File: config.mk
export PLATFORM = sky130hd
export DESIGN_NAME = rgb_pwm_gen
export DESIGN_NICKNAME = d
export VERILOG_FILES = /design/src/rtl/rgb_pwm_gen.sv
export SDC_FILE = /design/constraint.sdc
export NUM_CORES = 1
export LEC_CHECK = 0
export ABC_AREA = 1
export CORE_ASPECT_RATIO = 1.4
export CORE_MARGIN = 2
export CORE_UTILIZATION = 40
export CTS_CLUSTER_SIZE = 25
export DETAILED_ROUTE_END_ITERATION = 7
export GPL_ROUTABILITY_DRIVEN = 0
export PLACE_DENSITY_LB_ADDON = 0.05
export REMOVE_ABC_BUFFERS = 1
export SYNTH_ARGS = -nofsm -noshare
export SYNTH_HDL_FRONTEND = slang
export SYNTH_SLANG_ARGS = --single-unit
File: constraint.sdc
create_clock -name clk -period 2.5 [get_ports clk]
set_input_delay 0.375 -clock clk [delete_from_list [all_inputs] [get_ports clk]]
set_output_delay 0.375 -clock clk [all_outputs]
set_load 0.02 [all_outputs]
File: src/rtl/rgb_pwm_gen.sv
// Three-channel 8-bit LED PWM generator with a shared clock prescaler and
// period-aligned shadow duty registers, so duty updates never glitch mid-period.
module rgb_pwm_gen #(
    parameter int unsigned PRESCALE = 196,
    parameter bit          INVERT   = 1'b0
) (
    input  logic       clk,
    input  logic       rst,
    input  logic       en,
    input  logic [7:0] R_time_in,
    input  logic [7:0] G_time_in,
    input  logic [7:0] B_time_in,
    output logic       pwm_r,
    output logic       pwm_g,
    output logic       pwm_b,
    output logic       period_start
);

    localparam int unsigned      PRE_W    = (PRESCALE > 1) ? $clog2(PRESCALE) : 1;
    localparam logic [PRE_W-1:0] PRE_MAX  = PRE_W'(PRESCALE - 1);
    localparam logic [PRE_W-1:0] PRE_ONE  = PRE_W'(1);
    // The PWM counter stops at 254 so duty 255 stays on for the whole period.
    localparam logic [7:0]       CNT_LAST = 8'd254;

    logic [PRE_W-1:0] r_pre_cnt;
    logic [7:0]       r_pwm_cnt;
    logic [7:0]       r_sh_r;
    logic [7:0]       r_sh_g;
    logic [7:0]       r_sh_b;
    logic             r_pwm_r;
    logic             r_pwm_g;
    logic             r_pwm_b;
    logic             r_period_start;

    logic             w_tick;
    logic             w_wrap;
    logic [PRE_W-1:0] w_pre_nxt;
    logic [7:0]       w_cnt_nxt;

    // Prescaler tick, period wrap and next counter values.
    always_comb begin
        w_tick    = 1'b0;
        w_wrap    = 1'b0;
        w_pre_nxt = r_pre_cnt + PRE_ONE;
        w_cnt_nxt = r_pwm_cnt;
        if (r_pre_cnt == PRE_MAX) begin
            w_pre_nxt = '0;
            w_tick    = en;
        end else begin
            w_tick    = 1'b0;
        end
        if (w_tick) begin
            if (r_pwm_cnt == CNT_LAST) begin
                w_wrap    = 1'b1;
                w_cnt_nxt = 8'd0;
            end else begin
                w_wrap    = 1'b0;
                w_cnt_nxt = r_pwm_cnt + 8'd1;
            end
        end else begin
            w_cnt_nxt = r_pwm_cnt;
        end
    end

    // Counters, shadow duties and registered outputs.
    always_ff @(posedge clk) begin
        if (rst) begin
            r_pre_cnt      <= '0;
            r_pwm_cnt      <= 8'd0;
            r_sh_r         <= 8'd0;
            r_sh_g         <= 8'd0;
            r_sh_b         <= 8'd0;
            r_period_start <= 1'b0;
            r_pwm_r        <= INVERT;
            r_pwm_g        <= INVERT;
            r_pwm_b        <= INVERT;
        end else if (!en) begin
            // Parked: shadows follow the inputs so the first enabled period uses them.
            r_pre_cnt      <= '0;
            r_pwm_cnt      <= 8'd0;
            r_sh_r         <= R_time_in;
            r_sh_g         <= G_time_in;
            r_sh_b         <= B_time_in;
            r_period_start <= 1'b0;
            r_pwm_r        <= INVERT;
            r_pwm_g        <= INVERT;
            r_pwm_b        <= INVERT;
        end else begin
            r_pre_cnt      <= w_pre_nxt;
            r_pwm_cnt      <= w_cnt_nxt;
            if (w_wrap) begin
                r_sh_r <= R_time_in;
                r_sh_g <= G_time_in;
                r_sh_b <= B_time_in;
            end else begin
                r_sh_r <= r_sh_r;
                r_sh_g <= r_sh_g;
                r_sh_b <= r_sh_b;
            end
            r_period_start <= w_wrap;
            r_pwm_r        <= INVERT ^ (r_pwm_cnt < r_sh_r);
            r_pwm_g        <= INVERT ^ (r_pwm_cnt < r_sh_g);
            r_pwm_b        <= INVERT ^ (r_pwm_cnt < r_sh_b);
        end
    end

    assign pwm_r        = r_pwm_r;
    assign pwm_g        = r_pwm_g;
    assign pwm_b        = r_pwm_b;
    assign period_start = r_period_start;

endmodule

==> results of run 1 <==
[worst reg2reg max path: stages, from the launching register on]
cell and delay [ns]:
dfxtp_1 0.35, inv_1 0.16, ha_1 0.17, nand2_1 0.06
nor2_1 0.13, nand2_2 0.12, o21ai_4 0.16, buf_4 0.28
nand2_1 0.10, nand2_1 0.06, nor2_1 0.05
[per-stage QoR]
step	power, mW	setup WS [ns]
floorplan	0.869	0.375
finish	1.48	0.759
global placement	0.944	0.615
CTS	1.50	0.757
detailed placement	0.948	0.578
global route	1.56	0.567
[synthesized netlist by cell type]
cell | count | share of area
nor2_1 | 69 | 0.11
nor3_1 | 4 | 0.0082
buf_2 | 3 | 0.0061
o21ai_2 | 1 | 0.0036
buf_6 | 3 | 0.014
a21oi_1 | 21 | 0.043
xor2_1 | 3 | 0.011
nor2_4 | 1 | 0.0046
dfxtp_1 | 44 | 0.36
inv_2 | 1 | 0.0015
nand4_1 | 3 | 0.0077
nand2_1 | 95 | 0.15
nor3b_1 | 2 | 0.0061
o31a_1 | 3 | 0.011
nand3_1 | 12 | 0.025
inv_1 | 68 | 0.10
buf_1 | 2 | 0.0031
or2_2 | 1 | 0.0026
a31oi_1 | 1 | 0.0026
nand2_2 | 2 | 0.0051
ha_1 | 24 | 0.12
o21ai_0 | 4 | 0.0082
[cells by family (layout without fill, tap and decap cells)]
logic type,Yosys count,count (layout)
AO/OA/AOI/OAI,30,30
XOR/XNOR,3,3
adder cells (fa/ha/maj),24,24
AND/OR/NAND/NOR,189,189
buffers and inverters,77,111
flip-flops,44,44
[layer usage]
metal  vias to the layer above  wire length, microns  track usage
met5                         -                     0            0
met4                         0                    53       0.0449
met3                         5                   126       0.0322
met2                        23                  2240        0.289
met1                       906                  2200        0.173
li1                       1177                     -            -
[power by group through the flow]
| stage | clock network, mW | registers (mW) | logic [mW] |
|---|---|---|---|
| after detailed placement | 0 | 0.763 | 0.184 |
| after floorplan | 0 | 0.764 | 0.104 |
| final | 0.551 | 0.746 | 0.181 |
| after global routing | 0.595 | 0.751 | 0.214 |
| after CTS | 0.571 | 0.747 | 0.185 |
| after global placement | 0 | 0.763 | 0.181 |
[worst paths after layout]
| path | start | to | slack [ns] | cells past startpoint |
|---|---|---|---|---|
| max | r_pwm_cnt[0] | r_sh_r[5] | 0.76 | 10 |
| min reg2reg | r_pre_cnt[0] | r_pre_cnt[0] | 0.45 | 1 |
| max reg2reg | r_pwm_cnt[0] | r_sh_r[5] | 0.76 | 10 |
| min | r_pre_cnt[0] | r_pre_cnt[0] | 0.45 | 1 |
[registers in the layout, indices dropped and copies added, names as in the netlist]
register	count
r_pwm_cnt	8
period_start	1
pwm_r	1
r_pre_cnt	8
pwm_b	1
r_sh_b	8
r_sh_g	8
pwm_g	1
r_sh_r	8
[layout by cell type (no fill, tap or decap)]
master           instances
nand4_1                  3
nor3b_1                  2
xor2_1                   3
o21ai_4                  1
o21ai_0                  4
dfxtp_1                 44
nand2_1                 95
o31a_1                   3
nand2_2                  2
nor3_1                   4
a21oi_1                 21
or2_2                    1
nand3_1                 12
inv_2                    1
clkbuf_8                 5
nor2_1                  69
a31oi_1                  1
buf_4                    4
ha_1                    24
bufinv_16                1
clkinv_2                 1
nor2_4                   1
clkbuf_1                 1
inv_1                   68
clkdlybuf4s50_1         30
[layout make-up]
| type | count | area (sq um) | area share |
|---|---|---|---|
| flip-flops and latches | 44 | 881 | 0.301 |
| clock inverters | 2 | 35.0 | 0.0120 |
| multi-input cells | 246 | 1260 | 0.431 |
| repair buffers | 34 | 330 | 0.113 |
| inverters | 69 | 259 | 0.0885 |
| clock buffers | 6 | 72.6 | 0.0248 |
| well taps | 70 | 87.6 | 0.0299 |
==> flow_metrics.env, run 1 <==
export IMPL_status="finished, final reports clean"
export IMPL_p_int_mw=1.12
export IMPL_cts_tree="done"
export IMPL_clkPwrFrac=0.373
export IMPL_dp_hpwl_mm=3.48
export IMPL_yosys_warnings=0
export IMPL_cp_cell_sequence="inv_1 > ha_1 > nand2_1 > nor2_1 > nand2_2 > o21ai_4 > buf_4 > nand2_1 > nand2_1 > nor2_1"
export IMPL_fin_crit_ns=1.74
export IMPL_drive_gt1_frac=0.0424
export IMPL_switching_power_mw=0.359
export IMPL_hold_viol=0
export IMPL_cts_setup_buffers=0
export IMPL_htreeDepth=2
export IMPL_required_ns=2.70
export IMPL_first_pass_iters=4
export IMPL_io_pins=31
export IMPL_synth_seq_cells=44
export IMPL_final_core_util=0.495
export IMPL_grt_ovfl_total=0
export IMPL_die_area_sq_mm=0.00677
export IMPL_worstPathArrival_ns=1.94
export IMPL_drc=0
export IMPL_grt_pass1_vias=1989
export IMPL_synth_top_family_by_area="simple AND/OR/NAND/NOR gates"
export IMPL_fin_crit_sh=0.696
export IMPL_ys_types=22
export IMPL_synthXorXnorAreaFrac=0.0107
export IMPL_syn_area_sq_mm=0.00245
export IMPL_worstMarginPinSlew_ns=0.414
export IMPL_fin_cells=471
export IMPL_post_route_cell_area_sq_mm=0.00293
export IMPL_worst_setup_path_type="reg -> reg"
export IMPL_cp_max_fo=23
export IMPL_vias=2111
export IMPL_root_buffer="clkbuf_8"
export IMPL_p_leak_nw=1.47
export IMPL_ant_nets=0
export IMPL_clock_fmax_mhz=575
export IMPL_endpoint_kind="flop"
export IMPL_switching_share=0.243
export IMPL_die_x_microns=70.1
export IMPL_core_sq_mm=0.00590
export IMPL_cts_buffers=5
export IMPL_peakVddDrop_uv=224
export IMPL_grt_first_pass_wirelength_mm=8.35
export IMPL_start_util=0.415
export IMPL_power_density_mw_per_mm2=505
export IMPL_wl_per_cell_microns=9.79
export IMPL_crit_family="simple AND/OR/NAND/NOR gates"
export IMPL_cts_hold_buf=0
export IMPL_hold_path_class="reg -> reg"
export IMPL_rows=33
export IMPL_vias_per_cell=4.48
export IMPL_pwr_share_seq=0.505
export IMPL_max_stage_delay_ns=0.35
export IMPL_grt_max_degree=26
export IMPL_wl_mm=4.61
export IMPL_fin_nets=451
export IMPL_fin_worst_skew_ns=0.00578
export IMPL_die_h_microns=96.6
export IMPL_setup_tns_ns=0
export IMPL_clock_path_buffers=2
export IMPL_cts_sinks=44
export IMPL_synthSimpleGateAreaFrac=0.310
export IMPL_placed_cells=463
export IMPL_setup_viol=0
export IMPL_grt_use_total=0.153
export IMPL_antenna_found_initial=0
export IMPL_n_antenna_cell=0
export IMPL_fillers=596
export IMPL_drt_iter0_drc=71
export IMPL_place_area_sq_mm=0.00282
export IMPL_synthAdderAreaFrac=0.123
export IMPL_synth_seq_area_share=0.360
export IMPL_critPathMostFrequentCell="nand2_1"
export IMPL_whs_ns=0.453
export IMPL_maxSlewHeadroom=0.724
export IMPL_slew_viol_final=0
export IMPL_io_buffer_count=30
export IMPL_avgSynthCellArea_sq_um=6.67
export IMPL_synthMuxAreaShare=0
export IMPL_start_kind="flop"
export IMPL_combPwrFrac=0.122
export IMPL_area_growth_pct=19.5
export IMPL_critPathSlowestCell="dfxtp_1"
export IMPL_grt_setup_unrepaired="false"
export IMPL_synth_compound_area_frac=0.0680
export IMPL_syn_inst=367
export IMPL_post_cts_resized=0
export IMPL_cp_buffers_inverters=2
export IMPL_drv_cap=0
export IMPL_clk_pin_slew_ns=0.09
export IMPL_clk_latency_ns=0.30
Note: power is estimated with default switching activity, not from simulation.
==> inputs of run 2 (changes only) <==
- clock period: 2.5 -> 1.6 ns (I/O delays scaled with it)
==> run 2 against run 1 <==
  * Final area up 7.8%
  * Global-route usage is 0.19 points lower
  * Clock power increased by 13%
  * Non-clock buffer count grew 17
  * Sequential share of layout area shrank 2.0 points
  * Total power grew 44%
  * Wire length grew 10%
  * Final cell count rose by 3.0%
  * Critical path depth did not move
  * Critical path type unchanged
==> flow_metrics.env, run 2 (synthesized netlist as in run 1, its figures left out) <==
export IMPL_clock_fmax_mhz=662
export IMPL_finalPower_mw=2.12
export IMPL_peakVddDrop_uv=351
export IMPL_cts_hold_buf=0
export IMPL_power_density_mw_per_mm2=673
export IMPL_max_stage_delay_ns=0.37
export IMPL_maxSlewHeadroom=0.804
export IMPL_core_sq_mm=0.00590
export IMPL_die_h_microns=96.6
export IMPL_p_leak_nw=1.58
export IMPL_drc=0
export IMPL_start_util=0.415
export IMPL_worst_setup_path_type="reg -> reg"
export IMPL_r2r_end="r_sh_b[0]"
export IMPL_root_buffer="clkbuf_8"
export IMPL_whs_ns=0.444
export IMPL_hold_viol=0
export IMPL_drive_gt1_frac=0.0964
export IMPL_rr_startpoint="r_pre_cnt[0]"
export IMPL_drv_cap=0
export IMPL_fin_ws_ns=0.0893
export IMPL_antenna_found_initial=0
export IMPL_vias_per_cell=4.49
export IMPL_drt_iter0_drc=56
export IMPL_worstPathArrival_ns=1.70
export IMPL_required_ns=1.79
export IMPL_clock_path_buffers=2
export IMPL_critPathSlowestCell="dfxtp_4"
export IMPL_worstSetupEndpoint="r_sh_b[0]"
export IMPL_worstMarginPinSlew_ns=0.293
export IMPL_wl_mm=5.09
export IMPL_rows=33
export IMPL_slew_viol_final=0
export IMPL_ant_nets=0
export IMPL_grt_max_degree=27
export IMPL_crit_start="r_pre_cnt[0]"
export IMPL_cp_buffers_inverters=2
export IMPL_layout_commonest_cell="nand2_1"
export IMPL_rrSetupSlack_ns=0.09
export IMPL_dp_slack_ns=0.0682
export IMPL_n_antenna_cell=0
export IMPL_clk_latency_ns=0.29
export IMPL_die_x_microns=70.1
export IMPL_start_kind="flop"
export IMPL_crit_family="simple AND/OR/NAND/NOR gates"
export IMPL_fin_cells=485
export IMPL_hold_path_class="reg -> reg"
export IMPL_area_growth_pct=28.8
export IMPL_cp_cell_sequence="ha_4 > nand2_2 > nor2_2 > nand2_2 > o21ai_4 > buf_12 > clkbuf_16 > nand2_1 > nand2_1 > nor2_1"
export IMPL_status="finished, final reports clean"
export IMPL_fin_nets=468
export IMPL_endpoint_kind="flop"
export IMPL_mostFrequentLayoutCells="93 x nand2_1, 68 x inv_1, 67 x nor2_1"
export IMPL_r2r_cells=10
export IMPL_cts_tree="done"
export IMPL_grt_use_total=0.151
export IMPL_grt_pass1_vias=1927
export IMPL_io_buffer_count=30
export IMPL_cts_buffers=5
export IMPL_wl_per_cell_microns=10.5
export IMPL_fin_crit_sh=0.944
export IMPL_placed_cells=475
export IMPL_die_area_sq_mm=0.00677
export IMPL_fin_worst_skew_ns=0.00647
export IMPL_htreeDepth=2
export IMPL_io_pins=31
export IMPL_cts_sinks=44
export IMPL_first_pass_iters=4
export IMPL_setup_viol=0
export IMPL_grt_ovfl_total=0
export IMPL_post_route_cell_area_sq_mm=0.00315
export IMPL_grt_first_pass_wirelength_mm=8.18
export IMPL_place_area_sq_mm=0.00293
export IMPL_vias=2178
export IMPL_fin_crit_ns=1.51
export IMPL_cp_max_fo=11
export IMPL_worstSetupPathDepth=10
export IMPL_dp_hpwl_mm=3.68
export IMPL_min_from="r_pre_cnt[0]"
export IMPL_clk_pin_slew_ns=0.07
[run 2: cell types whose count changed in the layout (fill, tap and decap cells not counted), sizes merged]
cell | before | now
bufinv | 1 | 0
clkbuf | 6 | 9
buf | 4 | 17
clkinv | 1 | 0
[run 2: worst min-delay path by stage]
stage / cells past startpoint / to / slack [ns]
after global routing: 1 / r_pre_cnt[0] / 0.46
final: 1 / r_pre_cnt[0] / 0.44
after global placement: 1 / r_pre_cnt[0] / 0.43
after detailed placement: 1 / r_pre_cnt[0] / 0.44
after CTS: 1 / r_pre_cnt[0] / 0.46
after floorplan: 1 / period_start / 0.31
[run 2: metrics by stage]
| stage | util | setup TNS, ns |
|---|---|---|
| after floorplan | - | -12.60 |
| after detailed placement | 0.497 | 0 |
| final | 0.534 | 0 |
| after global placement | 0.497 | 0 |
| after CTS | 0.508 | 0 |
| after global routing | 0.534 | -0.0336 |
[run 2: power by group]
group          internal, mW  switching, mW  leakage, nW
Combinational         0.179          0.156         1.18
Clock                 0.282          0.338       0.0359
Sequential             1.14         0.0242        0.363
[run 2: what timing repair did]
item | in CTS | in global routing
setup endpoints to repair | 0 | 32
gates resized for setup | 0 | 10
setup buffers | 0 | 1
[run 2: per-layer routing]
layer	GRT usage	vias to the layer above	share of wire
met1	0.168	941	0.45
met2	0.291	22	0.51
li1	-	1210	-
met3	0.0249	5	0.024
met4	0.0481	0	0.012
met5	0	-	0
[run 2: cell type report]
type,count,area (sq um)
timing repair buffer,51,566
fill,631,2750
tap,70,87.6
multi-input combinational,246,1290
clock buffer,5,68.8
inverter,69,259
sequential,44,886
